`src/rtl/uart_program_loader_if.sv`:
```
// Handshake/bus bundle between the UART receiver, the program loader,
// the instruction memory write port and the CPU hold/start controls.
interface uart_program_loader_if #(
    parameter int ADDR_W = 5
);
    logic              load;
    logic              rx_valid;
    logic [7:0]        rx_data;
    logic              rx_fe;
    logic              mem_we;
    logic [ADDR_W-1:0] mem_addr;
    logic [7:0]        mem_wdata;
    logic              cpu_hold;
    logic              cpu_start;
    logic              busy;
    logic              done;
    logic [2:0]        err;

    // Side that issues Load and delivers received bytes.
    modport master (
        output load, rx_valid, rx_data, rx_fe,
        input  mem_we, mem_addr, mem_wdata, cpu_hold, cpu_start, busy, done, err
    );

    // The loader itself.
    modport slave (
        input  load, rx_valid, rx_data, rx_fe,
        output mem_we, mem_addr, mem_wdata, cpu_hold, cpu_start, busy, done, err
    );
endinterface

```
`src/rtl/uart_program_loader.sv`:
```
// Boot loader: holds the CPU, parses a framed byte stream
// (length, N program bytes, additive checksum) into instruction memory
// starting at address 0, then releases the CPU with a one-cycle start pulse.
// Any fault parks the loader in FAIL with an error code until the next Load.
module uart_program_loader #(
    parameter int ADDR_W  = 5,
    parameter int TIMEOUT = 4096
) (
    input logic                  clk,
    input logic                  rst,
    uart_program_loader_if.slave bus
);
    localparam int unsigned CAP   = 2 ** ADDR_W;
    localparam int          TMO_W = $clog2(TIMEOUT);
    // The fault fires on the cycle the idle counter would reach TIMEOUT-1.
    localparam logic [TMO_W-1:0] TMO_LAST = TMO_W'(TIMEOUT - 2);

    localparam logic [2:0] ERR_NONE    = 3'd0;
    localparam logic [2:0] ERR_FRAME   = 3'd1;
    localparam logic [2:0] ERR_LENGTH  = 3'd2;
    localparam logic [2:0] ERR_CSUM    = 3'd3;
    localparam logic [2:0] ERR_TIMEOUT = 3'd4;

    typedef enum logic [2:0] {
        S_IDLE,
        S_LEN,
        S_DATA,
        S_CSUM,
        S_RUN,
        S_FAIL
    } state_t;

    state_t            state;
    logic [ADDR_W-1:0] idx;
    logic [ADDR_W-1:0] last_idx;
    logic [7:0]        sum;
    logic [TMO_W-1:0]  timer;

    // Frame parser FSM with all outputs registered alongside the state.
    // NOTE: every register here uses non-blocking assignment so all of them
    // update together from the same pre-edge values; a blocking assignment
    // would let later statements see half-updated state.
    always_ff @(posedge clk or posedge rst) begin
        if (rst) begin
            state         <= S_IDLE;
            idx           <= '0;
            last_idx      <= '0;
            sum           <= '0;
            timer         <= '0;
            bus.mem_we    <= 1'b0;
            bus.mem_addr  <= '0;
            bus.mem_wdata <= '0;
            bus.cpu_hold  <= 1'b1;
            bus.cpu_start <= 1'b0;
            bus.busy      <= 1'b0;
            bus.done      <= 1'b0;
            bus.err       <= ERR_NONE;
        end else begin
            // Write strobe and start pulse are single-cycle by default.
            bus.mem_we    <= 1'b0;
            bus.cpu_start <= 1'b0;

            if (bus.load) begin
                // Load has priority over any coincident received byte.
                state        <= S_LEN;
                idx          <= '0;
                sum          <= '0;
                timer        <= '0;
                bus.cpu_hold <= 1'b1;
                bus.busy     <= 1'b1;
                bus.done     <= 1'b0;
                bus.err      <= ERR_NONE;
            end else begin
                unique case (state)
                    S_LEN, S_DATA, S_CSUM: begin
                        if (!bus.rx_valid) begin
                            if (timer == TMO_LAST) begin
                                state    <= S_FAIL;
                                bus.busy <= 1'b0;
                                bus.err  <= ERR_TIMEOUT;
                            end else begin
                                timer <= timer + 1'b1;
                            end
                        end else if (bus.rx_fe) begin
                            // Corrupted byte: neither written nor summed.
                            state    <= S_FAIL;
                            bus.busy <= 1'b0;
                            bus.err  <= ERR_FRAME;
                        end else begin
                            timer <= '0;
                            if (state == S_LEN) begin
                                if (bus.rx_data != 8'd0 && {24'd0, bus.rx_data} <= CAP) begin
                                    state    <= S_DATA;
                                    last_idx <= ADDR_W'(bus.rx_data - 8'd1);
                                    idx      <= '0;
                                    sum      <= '0;
                                end else begin
                                    state    <= S_FAIL;
                                    bus.busy <= 1'b0;
                                    bus.err  <= ERR_LENGTH;
                                end
                            end else if (state == S_DATA) begin
                                bus.mem_we    <= 1'b1;
                                bus.mem_addr  <= idx;
                                bus.mem_wdata <= bus.rx_data;
                                sum           <= sum + bus.rx_data;
                                // Index stops at N-1, so a full memory never wraps.
                                if (idx == last_idx) begin
                                    state <= S_CSUM;
                                end else begin
                                    idx <= idx + 1'b1;
                                end
                            end else begin
                                bus.busy <= 1'b0;
                                if (bus.rx_data == sum) begin
                                    state         <= S_RUN;
                                    bus.cpu_hold  <= 1'b0;
                                    bus.cpu_start <= 1'b1;
                                    bus.done      <= 1'b1;
                                end else begin
                                    state   <= S_FAIL;
                                    bus.err <= ERR_CSUM;
                                end
                            end
                        end
                    end
                    // IDLE, RUN and FAIL ignore received bytes and wait for Load.
                    default: ;
                endcase
            end
        end
    end
endmodule

```
`src/flat_wrapper.sv`:
```
// flat-port wrapper written by rule: the top's interface ports become plain ports
module uart_program_loader_flat 
#(
    parameter int ADDR_W  = 5,
    parameter int TIMEOUT = 4096
)
  (clk, rst, bus_load, bus_rx_valid, bus_rx_data, bus_rx_fe, bus_mem_we, bus_mem_addr, bus_mem_wdata, bus_cpu_hold, bus_cpu_start, bus_busy, bus_done, bus_err);
  uart_program_loader_if #(.ADDR_W(ADDR_W)) bus_i ();
  input logic clk;
  input logic rst;
  input wire logic [$bits(bus_i.load)-1:0] bus_load;
  input wire logic [$bits(bus_i.rx_valid)-1:0] bus_rx_valid;
  input wire logic [$bits(bus_i.rx_data)-1:0] bus_rx_data;
  input wire logic [$bits(bus_i.rx_fe)-1:0] bus_rx_fe;
  output wire logic [$bits(bus_i.mem_we)-1:0] bus_mem_we;
  output wire logic [$bits(bus_i.mem_addr)-1:0] bus_mem_addr;
  output wire logic [$bits(bus_i.mem_wdata)-1:0] bus_mem_wdata;
  output wire logic [$bits(bus_i.cpu_hold)-1:0] bus_cpu_hold;
  output wire logic [$bits(bus_i.cpu_start)-1:0] bus_cpu_start;
  output wire logic [$bits(bus_i.busy)-1:0] bus_busy;
  output wire logic [$bits(bus_i.done)-1:0] bus_done;
  output wire logic [$bits(bus_i.err)-1:0] bus_err;
  assign bus_i.load = bus_load;
  assign bus_i.rx_valid = bus_rx_valid;
  assign bus_i.rx_data = bus_rx_data;
  assign bus_i.rx_fe = bus_rx_fe;
  assign bus_mem_we = bus_i.mem_we;
  assign bus_mem_addr = bus_i.mem_addr;
  assign bus_mem_wdata = bus_i.mem_wdata;
  assign bus_cpu_hold = bus_i.cpu_hold;
  assign bus_cpu_start = bus_i.cpu_start;
  assign bus_busy = bus_i.busy;
  assign bus_done = bus_i.done;
  assign bus_err = bus_i.err;
  uart_program_loader #(.ADDR_W(ADDR_W), .TIMEOUT(TIMEOUT)) u_core (.clk(clk), .rst(rst), .bus(bus_i));
endmodule
```
`config.mk`:
```
export PLATFORM = sky130hd
export DESIGN_NAME = uart_program_loader_flat
export DESIGN_NICKNAME = d
export VERILOG_FILES = /design/src/rtl/uart_program_loader_if.sv /design/src/rtl/uart_program_loader.sv /design/src/flat_wrapper.sv
export SDC_FILE = /design/constraint.sdc
export NUM_CORES = 1
export LEC_CHECK = 0
export ABC_AREA = 1
export CAP_MARGIN = 20
export CORE_UTILIZATION = 55
export CTS_CLUSTER_SIZE = 25
export DETAILED_ROUTE_END_ITERATION = 8
export PLACE_DENSITY = 0.78
export SLEW_MARGIN = 20
export SYNTH_ARGS = -nofsm -noshare
export SYNTH_HDL_FRONTEND = slang
export SYNTH_SLANG_ARGS = --single-unit
```
`constraint.sdc`:
```
create_clock -name clk -period 1.7 [get_ports clk]
set_input_delay 0.255 -clock clk [delete_from_list [all_inputs] [get_ports clk]]
set_output_delay 0.255 -clock clk [all_outputs]
set_load 0.01 [all_outputs]
```
* Word-level counts from Yosys, hierarchy flattened
Index checks and enable logic that the tools add are counted.
Cells by class: add/sub/neg operators 4, bitwise logic cells 3, mux-type cells 74, equality and inequality tests 17, reductions and logical operators 17, order comparisons 1
Operator list (count):
- $mux 12 | 5
- $mux 8 | 7
- $mux 3 | 18
- $mux 5 | 8
- $mux 1 | 36
- $reduce_and 6->1 | 4
- $add 12x1->12 const B | 1
- $eq 12x12->1 const B | 1
- $ne 5x4->1 const B | 2
- $reduce_and 5->1 | 2
- $ne 3x3->1 const B | 3
- $add 8x8->8 | 1
- $eq 8x8->1 | 1
- $le 8x6->1 const B | 1
- $reduce_bool 8->1 | 1
- $eq 3x2->1 const B | 2
- $ne 2x2->1 const B | 3
- $ne 6x5->1 const B | 1
- $reduce_and 3->1 | 2
- $reduce_bool 2->1 | 3
- $reduce_bool 3->1 | 2
- $add 5x1->5 const B | 1
- $eq 5x5->1 | 1
- $ne 5x5->1 const B | 1
- 7 further kinds | 9
Storage, ports and cells: input port bits 13, output and inout bits 21, register bits 54

* Logic depth before layout (Yosys ltp)
depth after elaboration 8, depth in mapped cells 12, mapped depth without buffers 12

* Worst setup path after synthesis
OpenSTA, ideal clock, no wires.
kind register to register, from reg u_core.sum[2], to reg u_core.sum[5], period minus slack after synthesis 1543 ps, buffers on the path 0, arrival time 1426 ps, slack 157 ps, required time 1583 ps, cell stages (with the launch flop) 9, cells stage by stage dfrtp_1 ha_1 a21oi_1 nand2_1 nand2_1 nand2_1 or2_2 nand3_1 nand2_1
On the way: word-level cells in the longest chain between the ends 7
RTL lines:
- start: declaration | line uart_program_loader.sv:36 | logic [7:0] sum;
- start signal: assignment | line uart_program_loader.sv:106 | sum <= sum + bus.rx_data;
- $add 8x8->8 | line uart_program_loader.sv:106
- $mux 8 | line uart_program_loader.sv:102 | end else if (state == S_DATA) begin
- $mux 8 | line uart_program_loader.sv:91 | if (state == S_LEN) begin
- $mux 8 | line uart_program_loader.sv:84 | end else if (bus.rx_fe) begin
- $mux 8 | line uart_program_loader.sv:76 | if (!bus.rx_valid) begin
- $mux 8 | line uart_program_loader.sv:74 | unique case (state)
- $mux 8 | line uart_program_loader.sv:63 | if (bus.load) begin
Every way passes these cells. The select of a mux whose other input is x is not followed. A chain may end at the register's enable or synchronous reset.

* Final worst setup path
from reg u_core.bus.cpu_hold, to out bus_cpu_hold
RTL lines:
- start: declaration | line uart_program_loader_if.sv:28 | output mem_we, mem_addr, mem_wdata, cpu_hold, cpu_start, busy, done, err
- start signal: assignment | line uart_program_loader.sv:53 | bus.cpu_hold <= 1'b1;
- start signal: assignment | line uart_program_loader.sv:69 | bus.cpu_hold <= 1'b1;
- start signal: assignment | line uart_program_loader.sv:117 | bus.cpu_hold <= 1'b0;
- end: declaration | line flat_wrapper.sv:18 | output wire logic [$bits(bus_i.cpu_hold)-1:0] bus_cpu_hold;
No word-level cell between the ends.

==> out/results.ini <==
[synthesis]
yosys_warnings=0
synthesis.nets=444
synth-edff-count=0
synth_top_family_by_area=simple AND/OR/NAND/NOR gates
synth_area_sq_mm=0.003242
syn_avg_cell_area_sq_um=7.756
synthSimpleGateAreaFrac_pct=34.20
synth_xor_area_share_pct=4.863
synth_fa_ha_area_share_pct=5.249
yosys_register_bits=54
ys_types=32
synth_mux_area_share_pct=0
synth_compound_gate_area_share_pct=7.565
ys_async_sr_fraction_pct=100.0
yosysSeqAreaShare_pct=41.72
syn_inst=418
synth-main-ff-cell=dfrtp_1

[clocking]
cts-buffers-inserted=5
clockRootBuffer=clkbuf_8
path_clk_slew_ns=0.11
cts.htree.levels=2
clock_path_buffers=2
cts_tree=built
worstSkewPairLatency_ns=0.32
cts_num_sinks=54

[critical_path]
cp_num_cells=1
path_cells=clkdlybuf4s50_1
crit_fanout=2
path_delay_family=flip-flops
worstRegToRegCells=11
cpPeakStageDelay_ns=0.56
crit_path_start_kind=register
cp.required_ns=1.44
crit_type=register to output pin
crit_slowest_cell=dfstp_2
crit_path_end_kind=output pin
crit_arrival_ns=1.40
crit_buf_inv=1

[floorplan]
fp.coreArea_sq_mm=0.005608
io_pins=34
fp-row-count=27
die_area_sq_mm=0.006206
start_util_pct=57.81
die_width_um=78.78
fp.dieH_um=78.78

[cells_and_area]
nFillCells=397
drive_above_1_share_pct=23.06
final_common_cell=nand2_1
area_growth_pct=31.26
diodes=0
design_area_sq_mm=0.004255
layout.cells.non_filler=575
fin_nets=528
layout_common_cells=nand2_1, dfrtp_1, buf_4

[min_path]
hp-class=input pin to async pin

[drt]
wire_per_inst_um=13.91
antenna_left=0
first_iter_violations=248
first_pass_iters=5
drc=0
finalWirelength_mm=7.997
viasPerCell=5.353
vias=3078

[grt]
grt_max_degree=34
grt_pass1_vias=2887
grt-ovfl-total=0
track_usage_pct=26.82
antenna_found_initial=0
grt_pass1_wl_mm=12.97

[pwr]
power-per-cell-area_mw_per_mm2=887.7
p_leak_uw=0.002064
power.total_uw=3777
irDropWorstVdd_mv=0.6134

[timing]
finalCriticalPeriod_ns=1.657
worst_pin_slew_ns=0.3122
final.period_utilization_pct=97.48
setup_tns_ns=0
slew_violations=0
setup_violations=0
skew_ns=0.009448
clock.fmax_ghz=0.6035
hold_viol_final=0
slew_headroom_pct=79.11
whs_ns=0.2707

[place]
hpwl_mm=5.576
gp_congestion=0.9154
place.port_buffers=33
dp_cells=564
dpl_cell_area_sq_mm=0.004019

[status]
status=finished clean

[flow_run]
maxCapViolCount=0

cell type report:
class | instances | area (sq um) | area share (%)
clock buffers | 6 | 82.58 | 1.941
clock inverters | 2 | 12.51 | 0.2940
inverters | 39 | 146.4 | 3.440
multi-input cells | 317 | 1792 | 42.11
flip-flops and latches | 54 | 1353 | 31.78
well taps | 72 | 90.09 | 2.117
repair buffers | 85 | 779.5 | 18.32
synth_stat cells (4+ instances only):
cell type | count | area (sq um)
nand4_1 | 10 | 62.56
xor2_1 | 14 | 122.6
nand3_1 | 29 | 145.1
buf_2 | 4 | 20.02
o21ai_1 | 23 | 115.1
a21oi_1 | 7 | 35.03
nor2_1 | 44 | 165.2
ha_1 | 12 | 150.1
xnor2_1 | 4 | 35.03
nand3_2 | 5 | 50.05
inv_2 | 5 | 18.77
nor2_2 | 6 | 37.54
o21ai_0 | 5 | 25.02
inv_1 | 34 | 127.6
nand2_1 | 132 | 495.5
nor2_4 | 4 | 45.04
nand2_2 | 5 | 31.28
dfrtp_1 | 53 | 1326
kinds of logic (layout without fill, tap and decap cells):
| family | count (synthesis) | in the layout |
|---|---|---|
| flip-flops | 54 | 54 |
| AO/OA/AOI/OAI | 44 | 44 |
| XOR/XNOR | 18 | 18 |
| buffers and inverters | 47 | 132 |
| AND/OR/NAND/NOR | 242 | 242 |
| adder cells (fa/ha/maj) | 13 | 13 |
stage by stage:
step / util (%) / setup slack, ns
2_1_floorplan: - / 0.1321
3_3_place_gp: 71.66 / -0.2903
3_5_place_dp: 71.66 / -0.3083
4_1_cts: 73.40 / 0.01513
5_1_grt: 75.88 / -0.08163
6_report: 75.88 / 0.04292
state kept, by name (all words and copies together), names as in the netlist, 3 cells and up:
name                  count
u_core.timer             12
u_core.last_idx           5
u_core.idx                5
u_core.bus.err            3
u_core.bus.mem_addr       5
u_core.bus.mem_wdata      8
u_core.sum                8
u_core.state              3
layer usage:
metal,vias to the layer above,share of wire [%],GRT usage [%]
li1,1508,-,-
met1,1445,45,36.25
met2,106,48,44.35
met3,19,4.8,4.253
met4,0,2.0,8.148
met5,-,0,0
power by group:
part	internal [uW]	leakage (uW)	total, uW	switching [uW]
logic	646	0.00129	1410	766
registers	1440	0.000724	1580	141
clock network	329	0.0000472	788	458
total	2410	0.00206	3780	1370
final timing paths:
| kind | start | to | slack (ns) |
|---|---|---|---|
| worst min register to register | u_core.bus.mem_addr[0]$_DFFE_PP0P_ | u_core.bus.mem_addr[0]$_DFFE_PP0P_ | 0.48 |
| worst max-delay path | u_core.bus.cpu_hold$_DFFE_PP1P_ | bus_cpu_hold | 0.04 |
| max in group asynchronous | rst | u_core.bus.cpu_hold$_DFFE_PP1P_ | 1.20 |
| min in group clk | bus_rx_data[0] | u_core.last_idx[0]$_DFFE_PP0P_ | 0.29 |
| worst min-delay path | rst | u_core.bus.cpu_start$_DFF_PP0_ | 0.27 |
| worst max register to register | u_core.timer[0]$_DFFE_PP0P_ | u_core.bus.err[1]$_DFFE_PP0P_ | 0.07 |
timing repair:
action / in CTS / in global routing
buffers inserted: 0 / 3
pin swaps: 0 / 3
resized for setup: 1 / 29
hold endpoints to repair: 0 / 0
hold buffers: 0 / 0
endpoints found under the setup margin: 1 / 27
Power figures use the tool's default switching activity.
